--- src/rtl/button_debounce_pulse_if.sv ---
// Button-side signal bundle for the fire-button conditioner.
// The master drives the raw button; the slave returns the pulse, the debounced level and the press count.
interface button_debounce_pulse_if;
    logic       BIn;
    logic       B;
    logic       Level;
    logic [7:0] PressCnt;

    modport master (
        output BIn,
        input  B,
        input  Level,
        input  PressCnt
    );

    modport slave (
        input  BIn,
        output B,
        output Level,
        output PressCnt
    );
endinterface

--- src/rtl/button_debounce_pulse.sv ---
// Fire-button conditioner: two-flop synchroniser, press/release debounce, and a post-release lockout.
// It emits one 1-cycle B pulse per qualified press and keeps a wrapping press count.
module button_debounce_pulse #(
    parameter int DB_CYCLES   = 4,
    parameter int LOCK_CYCLES = 8,
    parameter int CNT_W       = 4
) (
    input  logic                     Clk,
    input  logic                     Rst,
    button_debounce_pulse_if.slave   bus
);

    typedef enum logic [2:0] {
        S_Idle,
        S_DbPress,
        S_Held,
        S_DbRel,
        S_Lock
    } state_t;

    localparam logic [CNT_W-1:0] DB_LAST   = CNT_W'(DB_CYCLES);
    localparam logic [CNT_W-1:0] LOCK_LAST = CNT_W'(LOCK_CYCLES);

    logic             sync1_q;
    logic             sync2_q;
    state_t           state_q;
    logic [CNT_W-1:0] cnt_q;
    logic [CNT_W-1:0] cnt_inc_d;
    logic             b_q;
    logic             level_q;
    logic [7:0]       press_cnt_q;
    logic             b_sync;

    assign b_sync    = sync2_q;
    assign cnt_inc_d = cnt_q + CNT_W'(1);

    always_ff @(posedge Clk) begin
        if (Rst) begin
            sync1_q     <= 1'b0;
            sync2_q     <= 1'b0;
            state_q     <= S_Idle;
            cnt_q       <= '0;
            b_q         <= 1'b0;
            level_q     <= 1'b0;
            press_cnt_q <= 8'd0;
        end else begin
            sync1_q <= bus.BIn;
            sync2_q <= sync1_q;
            b_q     <= 1'b0;
            case (state_q)
                S_Idle: begin
                    if (b_sync) begin
                        if (DB_CYCLES == 1) begin
                            b_q         <= 1'b1;
                            level_q     <= 1'b1;
                            press_cnt_q <= press_cnt_q + 8'd1;
                            state_q     <= S_Held;
                            cnt_q       <= '0;
                        end else begin
                            cnt_q   <= CNT_W'(1);
                            state_q <= S_DbPress;
                        end
                    end
                end
                S_DbPress: begin
                    if (!b_sync) begin
                        state_q <= S_Idle;
                        cnt_q   <= '0;
                    end else if (cnt_inc_d == DB_LAST) begin
                        b_q         <= 1'b1;
                        level_q     <= 1'b1;
                        press_cnt_q <= press_cnt_q + 8'd1;
                        state_q     <= S_Held;
                        cnt_q       <= '0;
                    end else begin
                        cnt_q <= cnt_inc_d;
                    end
                end
                S_Held: begin
                    if (!b_sync) begin
                        if (DB_CYCLES == 1) begin
                            level_q <= 1'b0;
                            cnt_q   <= '0;
                            state_q <= (LOCK_CYCLES == 0) ? S_Idle : S_Lock;
                        end else begin
                            cnt_q   <= CNT_W'(1);
                            state_q <= S_DbRel;
                        end
                    end
                end
                S_DbRel: begin
                    // A bounce back high keeps the level up and never re-fires B.
                    if (b_sync) begin
                        state_q <= S_Held;
                        cnt_q   <= '0;
                    end else if (cnt_inc_d == DB_LAST) begin
                        level_q <= 1'b0;
                        cnt_q   <= '0;
                        state_q <= (LOCK_CYCLES == 0) ? S_Idle : S_Lock;
                    end else begin
                        cnt_q <= cnt_inc_d;
                    end
                end
                S_Lock: begin
                    if (cnt_inc_d == LOCK_LAST) begin
                        state_q <= S_Idle;
                        cnt_q   <= '0;
                    end else begin
                        cnt_q <= cnt_inc_d;
                    end
                end
                default: begin
                    state_q <= S_Idle;
                    cnt_q   <= '0;
                end
            endcase
        end
    end

    assign bus.B        = b_q;
    assign bus.Level    = level_q;
    assign bus.PressCnt = press_cnt_q;

endmodule

--- src/flat_wrapper.sv ---
// flat-port wrapper written by rule: the top's interface ports become plain ports
module button_debounce_pulse_flat 
#(
    parameter int DB_CYCLES   = 4,
    parameter int LOCK_CYCLES = 8,
    parameter int CNT_W       = 4
)
  (Clk, Rst, bus_BIn, bus_B, bus_Level, bus_PressCnt);
  button_debounce_pulse_if bus_i ();
  input  logic Clk;
  input  logic Rst;
  input wire logic [$bits(bus_i.BIn)-1:0] bus_BIn;
  output wire logic [$bits(bus_i.B)-1:0] bus_B;
  output wire logic [$bits(bus_i.Level)-1:0] bus_Level;
  output wire logic [$bits(bus_i.PressCnt)-1:0] bus_PressCnt;
  assign bus_i.BIn = bus_BIn;
  assign bus_B = bus_i.B;
  assign bus_Level = bus_i.Level;
  assign bus_PressCnt = bus_i.PressCnt;
  button_debounce_pulse #(.DB_CYCLES(DB_CYCLES), .LOCK_CYCLES(LOCK_CYCLES), .CNT_W(CNT_W)) u_core (.Clk(Clk), .Rst(Rst), .bus(bus_i));
endmodule
--- config.mk ---
export PLATFORM = sky130hd
export DESIGN_NAME = button_debounce_pulse_flat
export DESIGN_NICKNAME = d
export VERILOG_FILES = /design/src/rtl/button_debounce_pulse_if.sv /design/src/rtl/button_debounce_pulse.sv /design/src/flat_wrapper.sv
export SDC_FILE = /design/constraint.sdc
export NUM_CORES = 1
export LEC_CHECK = 0
export CAP_MARGIN = 40
export CELL_PAD_IN_SITES_DETAIL_PLACEMENT = 1
export CELL_PAD_IN_SITES_GLOBAL_PLACEMENT = 1
export CORE_AREA = 3 3 69 52
export DETAILED_ROUTE_END_ITERATION = 7
export DIE_AREA = 0 0 72 55
export GPL_ROUTABILITY_DRIVEN = 0
export MAX_ROUTING_LAYER = met4
export PLACE_DENSITY_LB_ADDON = 0.1
export SLEW_MARGIN = 0
export SYNTH_ARGS = -nofsm -noshare
export SYNTH_HDL_FRONTEND = slang
export SYNTH_SLANG_ARGS = --single-unit
--- constraint.sdc ---
create_clock -name Clk -period 2.6 [get_ports Clk]
set_input_delay 0.26 -clock Clk [delete_from_list [all_inputs] [get_ports Clk]]
set_output_delay 0.26 -clock Clk [all_outputs]
set_load 0.005 [all_outputs]
==> Yosys cells after proc, flatten, opt, wreduce, memory -nomap -nowiden <==
Cells that the tools add are included.
{ "totals": {"reg_bits": 19, "input_bits": 3, "output_inout_bits": 10, "word_cells": 54} }
{ "op_classes": {"n_addsub": 2, "n_eq_ne": 15, "mux": 21, "bitwise": 2, "n_reduce_logical": 7} }
{ "op_table": {"columns": ["cell", "n"], "rows": [
  ["4-bit 2-to-1 mux", 6],
  ["3-bit 2-to-1 mux", 7],
  ["4-bit case mux with 5 select lines", 1],
  ["3-bit case mux with 5 select lines", 1],
  ["2-bit by 1-bit inequality test with 1-bit output (second input constant)", 5],
  ["5-bit AND reduction", 2],
  ["8-bit by 1-bit adder with 8-bit output (second input constant)", 1],
  ["3-bit by 2-bit == test with 1-bit output (second input constant)", 2],
  ["1-bit 2-to-1 mux", 5],
  ["4-bit by 1-bit adder with 4-bit output (second input constant)", 1],
  ["4-bit by 3-bit == test with 1-bit output (second input constant)", 1],
  ["4-bit == test (second input constant)", 1],
  ["2-bit inequality test (second input constant)", 2],
  ["3-bit by 1-bit == test with 1-bit output (second input constant)", 1],
  ["3-bit == test (second input constant)", 1],
  ["3-bit logical NOT", 1],
  ["3-bit by 1-bit inequality test with 1-bit output (second input constant)", 1],
  ["3-bit inequality test (second input constant)", 1],
  ["3-bit AND reduction", 1],
  ["3-bit OR reduction", 1],
  ["1-bit NOT", 2],
  ["1-bit case mux with 2 select lines", 1],
  ["2-bit AND reduction", 1],
  ["2-bit nonzero test", 1]
]} }

==> Depth between registers and ports, before layout <==
Gate-level depths: netlist (run 1).
{ "depth": {"ltp_word": 5, "depth_mapped": 7, "depth_no_buf": 6} }

==> Worst setup path before layout (run 1) <==
Ideal clock, no wire load.
{ "synth_path": {"kind": "flip-flop to flip-flop", "startpoint": "register u_core.cnt_q[0]", "endpoint": "register u_core.press_cnt_q[5], in the netlist u_core.bus.PressCnt[5]", "setup_ps": 71, "arrival_time_ps": 1892, "required_time_ps": 2529, "slack_ps": 638, "stages_incl_launch_ff": 6, "n_path_buf": 0, "synth_period_minus_slack_ps": 1962, "path_cell_list": "dfxtp_1 -> ha_1 -> o41ai_4 -> nand3_2 -> or4_1 -> a21oi_1"} }
{ "synth_between": {"elab_chain_cells": 3} }
{ "synth_rtl": {"columns": ["element", "line", "source"], "rows": [
  ["start: declaration", "button_debounce_pulse.sv:27", "logic [CNT_W-1:0] cnt_q;"],
  ["start signal: assignment", "button_debounce_pulse.sv:76", "cnt_q <= cnt_inc_d;"],
  ["start signal: assignment", "button_debounce_pulse.sv:101", "cnt_q <= cnt_inc_d;"],
  ["start signal: assignment", "button_debounce_pulse.sv:109", "cnt_q <= cnt_inc_d;"],
  ["4-bit by 1-bit adder with 4-bit output", "button_debounce_pulse.sv:35", "assign cnt_inc_d = cnt_q + CNT_W'(1);"],
  ["4-bit by 3-bit == test with 1-bit output", "button_debounce_pulse.sv:69", "end else if (cnt_inc_d == DB_LAST) begin"],
  ["3-bit AND reduction (no line)", null, null],
  ["end signal: assignment", "button_debounce_pulse.sv:56", "press_cnt_q <= press_cnt_q + 8'd1;"],
  ["end signal: assignment", "button_debounce_pulse.sv:72", "press_cnt_q <= press_cnt_q + 8'd1;"],
  ["end: declaration", "button_debounce_pulse.sv:31", "logic [7:0] press_cnt_q;"]
]} }
Every way passes these cells.
A chain may end at the register's enable or synchronous reset.

==> Worst setup path after layout (run 1) <==
{ "layout_path": {"startpoint": "register u_core.cnt_q[0]", "endpoint": "register u_core.press_cnt_q[3], in the netlist u_core.bus.PressCnt[3]"} }
The elaborated chain is that of the path after synthesis.

==> flow_summary.toml, run 1 <==
[status]
status = "complete, no violations"

[final_layout]
nNetsFinal = 136
fill_cells = 368
n_antenna_cell = 0
regArea_sq_um = 380
drive_above_1_share = 0.0698
multi_input_area_sq_um = 584
post-route-cell-area_sq_mm = 0.00120
syn_to_final_growth_pct = 18.7
utilization = 0.396

[route]
drtIter0Drc = 66
wirelength_um = 2560
firstDrtPassIters = 4
via_per_inst = 5.51
drc = 0
num_vias = 920
antenna_left = 0
wl_per_cell_um = 15.3

[critical_path]
max_stage_delay_ns = 0.49
worstSetupEndpointType = "flip-flop"
critical_path.cell_chain = "ha_1 > nand2_1 > o41ai_4 > nand3_2 > buf_4 > or3_1 > a21oi_1"
required_ns = 2.79
arrival_ns = 2.50
crit_fanout = 9
worst_setup_path_start_kind = "flip-flop"
critPathKind = "reg -> reg"
cpMaxStageDelayCell = "dfxtp_1"

[global_routing]
grt_pass1_vias = 880
grt_max_degree = 16
track_usage = 0.153
antenna_found_initial = 0
grt_pass1_wl_um = 4410
gr-total-overflow = 0

[pwr]
power_density_mw_per_mm2 = 444
p_leak_nw = 0.415
irDropWorstVdd_mv = 0.303

[floorplan]
dieArea_sq_mm = 0.00396
start_util = 0.334
core_area_sq_mm = 0.00304
num_rows = 17
die_h_um = 55
die_w_um = 72
ios = 13

[placement]
placed_area_sq_mm = 0.00116
portBuffers = 12
hpwl_um = 1920
dp_slack_ns = 0.309

[clocking]
cts_resized = 0
clk_path_buf_depth = 2
cts_hold_buf = 0
cts_root_buffer = "clkbuf_8"
cts_setup_buffers = 0
clk_latency_ns = 0.26
cts.sinks = 19
cts_tree = "built"
cts_max_level = 1
cts.reportedPaths.clkPinSlew_ns = 0.07
cts_made_buffers = 3

[timing]
fmax_mhz = 432
worst_slew_pin_slew_ns = 0.479
setup_slack_ns = 0.288
slew_headroom = 0.676
maxSlewViolCount = 0
period_share = 0.889
period_minus_slack_ns = 2.31
skew_ns = 0.00207
final_hold_viol_count = 0
tns_ns = 0
finalSetupViolCount = 0
grt_setup_unrepaired = "no"

[synthesis]
yosys.area.top_type = "dfxtp_1"
ys.flop_type = "dfxtp_1"
synth_nets = 125
synth_edf_count = 0
seq_area_frac_synth = 0.375
synth_area_sq_mm = 0.00101
synthCells = 119
synth_area_per_cell_sq_um = 8.53
netlist_top_cells_area = "dfxtp_1, nor2_1, a21oi_1, ha_1, xor2_1"
synth-async-reset-ratio = 0
yosysUniqueCellTypes = 39
synth_seq_cells = 19
ys_warn_count = 0
synth.top_cell.area_share = 0.375

[hold_path]
hold_class = "reg -> reg"

[run]
drv_cap = 0
-- state kept, by name, indices dropped and copies added (netlist names) --
signal,cells
u_core.sync1_q,1
u_core.cnt_q,4
u_core.bus.Level,1
u_core.bus.B,1
u_core.b_sync,1
u_core.bus.PressCnt,8
u_core.state_q,3
-- worst paths after layout --
path / startpoint / depth (start not counted) / slack (ns) / endpoint
worst max-delay path: u_core.cnt_q[0]$_SDFFE_PP0P_ / 7 / 0.29 / u_core.bus.PressCnt[3]$_SDFFE_PP0P_
worst min-delay path: u_core.sync1_q$_SDFF_PP0_ / 1 / 0.44 / u_core.b_sync$_SDFF_PP0_
worst max register to register: u_core.cnt_q[0]$_SDFFE_PP0P_ / 7 / 0.29 / u_core.bus.PressCnt[3]$_SDFFE_PP0P_
worst min register to register: u_core.sync1_q$_SDFF_PP0_ / 1 / 0.44 / u_core.b_sync$_SDFF_PP0_
-- cell families after synthesis --
kind of cell | synth area share
multiplexers | 0.0197
flip-flops | 0.375
buffers and inverters | 0.0493
AND/OR/NAND/NOR | 0.280
AO/OA/AOI/OAI | 0.205
adder cells (fa/ha/maj) | 0.0370
XOR/XNOR | 0.0345
-- layout by cell type, fill, tap and decap left out, types with 3 or more instances in the layout --
master	n
ha_1	3
clkbuf_8	3
nand2_1	9
nand4_1	3
o31ai_1	4
nor3_1	3
dfxtp_1	19
nor2_1	13
xor2_1	4
nand3_1	5
or4_1	3
inv_1	3
nor2b_1	3
a21oi_1	9
clkdlybuf4s50_1	12
-- metal layers --
metal  global-route usage  up-vias  part of all wire
met4               0.0313        0             0.011
met5                    -        -                 0
li1                     -      461                 -
met2                0.194       19              0.41
met3               0.0523        5             0.039
met1                0.225      435              0.54
-- synth_stat cells, drive strengths merged, types with 2 or more instances --
| cell type | instances |
|---|---|
| a41oi | 2 |
| inv | 3 |
| dfxtp | 19 |
| ha | 3 |
| buf | 2 |
| o31ai | 4 |
| nand4 | 3 |
| clkbuf | 6 |
| a31oi | 2 |
| a21oi | 9 |
| nor2 | 13 |
| nand3 | 6 |
| xor2 | 4 |
| or4 | 3 |
| nand2 | 9 |
| mux2i | 2 |
| nor3 | 3 |
| nand4bb | 2 |
| o21ai | 4 |
| or3 | 2 |
| nor2b | 3 |
-- power by group --
group          switching, mW  total (mW)  internal [mW]
Sequential           0.00560       0.301          0.295
Combinational         0.0133      0.0251         0.0117
Clock                  0.102       0.209          0.107
-- worst max-delay path, delay by kind of cell, from the launching register on --
family | cells | cell delay (ns)
compound gates | 2 | 0.52
fa+ha+maj | 1 | 0.32
buf+inv | 1 | 0.22
flops | 1 | 0.49
simple gates | 3 | 0.68
-- metrics by stage --
stage	power [mW]	instances	hold WS [ns]
after CTS	0.546	167	0.451
after detailed placement	0.333	163	0.432
final	0.535	167	0.444
after floorplan	0.321	119	0.388
after global routing	0.567	167	0.468
after global placement	0.332	163	0.421
-- area by class of cell --
class	count	share of cell area
well taps	38	0.0395
repair buffers	14	0.112
multi-input cells	89	0.485
clock inverters	1	0.00415
inverters	3	0.00935
flip-flops and latches	19	0.316
clock buffers	3	0.0343
(Power assumes the default switching activity.)
==> run 2, diff against run 1 <==
==> constraint.sdc (replaced) <==
create_clock -name Clk -period 2.6 [get_ports Clk]
set_input_delay 0.26 -clock Clk [delete_from_list [all_inputs] [get_ports Clk]]
set_output_delay 0.26 -clock Clk [all_outputs]
set_load 0.1 [all_outputs]
==> flow_summary.toml, run 2 (synthesis gave the netlist of run 1 again) <==
[clocking]
cts_made_buffers = 3
clk_path_buf_depth = 2
cts_resized = 0
cts_setup_buffers = 0
cts.reportedPaths.clkPinSlew_ns = 0.07
cts_root_buffer = "clkbuf_8"
cts_tree = "built"
cts.sinks = 19
cts_hold_buf = 0
clk_latency_ns = 0.25
cts_max_level = 1

[critical_path]
worstSetupEndpointType = "flip-flop"
arrival_ns = 2.44
required_ns = 2.77
cp.buffers_inverters = 1
max_stage_delay_ns = 0.47
reg2reg_to = "u_core.bus.PressCnt[4]$_SDFFE_PP0P_"
critical_path.cell_chain = "ha_1 > nand2_1 > o41ai_4 > nand3_2 > buf_4 > or3_1 > a21oi_1"
reg2reg_from = "u_core.cnt_q[0]$_SDFFE_PP0P_"
crit_fanout = 9
regToRegSetupSlack_ns = 0.33
cp_top_family = "simple AND/OR/NAND/NOR gates"
cpMaxStageDelayCell = "dfxtp_1"
reg2reg_depth = 7
worst_setup_path_start_kind = "flip-flop"
critPathKind = "reg -> reg"

[final_layout]
nNetsFinal = 135
drive_above_1_share = 0.133
n_antenna_cell = 0
final_cells = 166
largest_reg_flops = 8
syn_to_final_growth_pct = 15.4
fill_cells = 365
utilization = 0.385
layout_common_cells = "dfxtp_1, nor2_1, buf_4"
layout_commonest_cell = "dfxtp_1"
post-route-cell-area_sq_mm = 0.00117

[pwr]
total_power_mw = 0.538
irDropWorstVdd_mv = 0.224
p_leak_nw = 0.428
power_density_mw_per_mm2 = 460

[timing]
final_hold_viol_count = 0
period_share = 0.873
finalSetupViolCount = 0
maxSlewViolCount = 0
slew_headroom = 0.480
fmax_mhz = 440
tns_ns = 0
grt_setup_unrepaired = "no"
skew_ns = 0.00406
period_minus_slack_ns = 2.27
setup_slack_ns = 0.329
worst_slew_pin_slew_ns = 0.777
whs_ns = 0.454

[run]
drv_cap = 0

[global_routing]
grt_pass1_vias = 780
gr-total-overflow = 0
grt_max_degree = 21
antenna_found_initial = 0
track_usage = 0.136
grt_pass1_wl_um = 3980

[hold_path]
hold_class = "reg -> reg"
min_to = "u_core.b_sync$_SDFF_PP0_"
min_from = "u_core.sync1_q$_SDFF_PP0_"
whs_path_depth = 1

[floorplan]
dieArea_sq_mm = 0.00396
num_rows = 17
start_util = 0.334
die_h_um = 55
die_w_um = 72
ios = 13
core_area_sq_mm = 0.00304

[route]
wl_per_cell_um = 14.9
via_per_inst = 5.32
drc = 0
firstDrtPassIters = 4
drtIter0Drc = 62
num_vias = 883
wirelength_um = 2470
antenna_left = 0

[placement]
portBuffers = 12
dp_slack_ns = 0.325
hpwl_um = 1810
placed_area_sq_mm = 0.00113
dp.cells = 162

[status]
status = "complete, no violations"
## run 2: cell count changes in the layout (fill, tap and decap cells not counted)
| cell | before | now |
|---|---|---|
| buf_4 | 2 | 11 |
| clkdlybuf4s50_1 | 12 | 2 |
| clkinv_2 | 1 | 0 |
| clkbuf_1 | 0 | 1 |
## run 2: worst reg2reg max path, cell delays in order, from the launching register on
cell	delay, ns
dfxtp_1	0.47
ha_1	0.31
nand2_1	0.11
o41ai_4	0.36
nand3_2	0.22
buf_4	0.22
or3_1	0.34
a21oi_1	0.15
## run 2: cell type report
| type | instances | area [sq um] | share of cell area |
|---|---|---|---|
| Clock buffer | 4 | 45.0 | 0.0385 |
| Tap cell | 38 | 47.5 | 0.0406 |
| Timing Repair Buffer | 13 | 103 | 0.0876 |
| Multi-Input combinational cell | 89 | 584 | 0.499 |
| Sequential cell | 19 | 380 | 0.325 |
| Inverter | 3 | 11.3 | 0.00962 |
## run 2: how the worst max path moves through the flow
stage                                         from                                  end  slack (ns)  depth (start not counted)
2_1_floorplan  u_core.bus.PressCnt[0]$_SDFFE_PP0P_  u_core.bus.PressCnt[6]$_SDFFE_PP0P_        0.51                          4
3_3_place_gp          u_core.cnt_q[0]$_SDFFE_PP0P_  u_core.bus.PressCnt[3]$_SDFFE_PP0P_        0.41                          7
3_5_place_dp          u_core.cnt_q[0]$_SDFFE_PP0P_  u_core.bus.PressCnt[4]$_SDFFE_PP0P_        0.33                          7
4_1_cts               u_core.cnt_q[0]$_SDFFE_PP0P_  u_core.bus.PressCnt[4]$_SDFFE_PP0P_        0.29                          7
5_1_grt               u_core.cnt_q[0]$_SDFFE_PP0P_  u_core.bus.PressCnt[4]$_SDFFE_PP0P_        0.09                          7
6_report              u_core.cnt_q[0]$_SDFFE_PP0P_  u_core.bus.PressCnt[4]$_SDFFE_PP0P_        0.33                          7
## run 2: report_power, final
part           switching, mW  internal (mW)  leakage, nW  total [mW]
logic                 0.0237         0.0103        0.251      0.0340
clock network         0.0952          0.109       0.0228       0.204
registers            0.00535          0.295        0.154       0.300
## run 2: layer usage
| layer | vias to the layer above | track usage | part of all wire |
|---|---|---|---|
| met3 | 2 | 0.0379 | 0.028 |
| met4 | 0 | 0.0281 | 0.0049 |
| li1 | 455 | - | - |
| met5 | - | - | 0 |
| met1 | 417 | 0.201 | 0.57 |
| met2 | 9 | 0.180 | 0.40 |
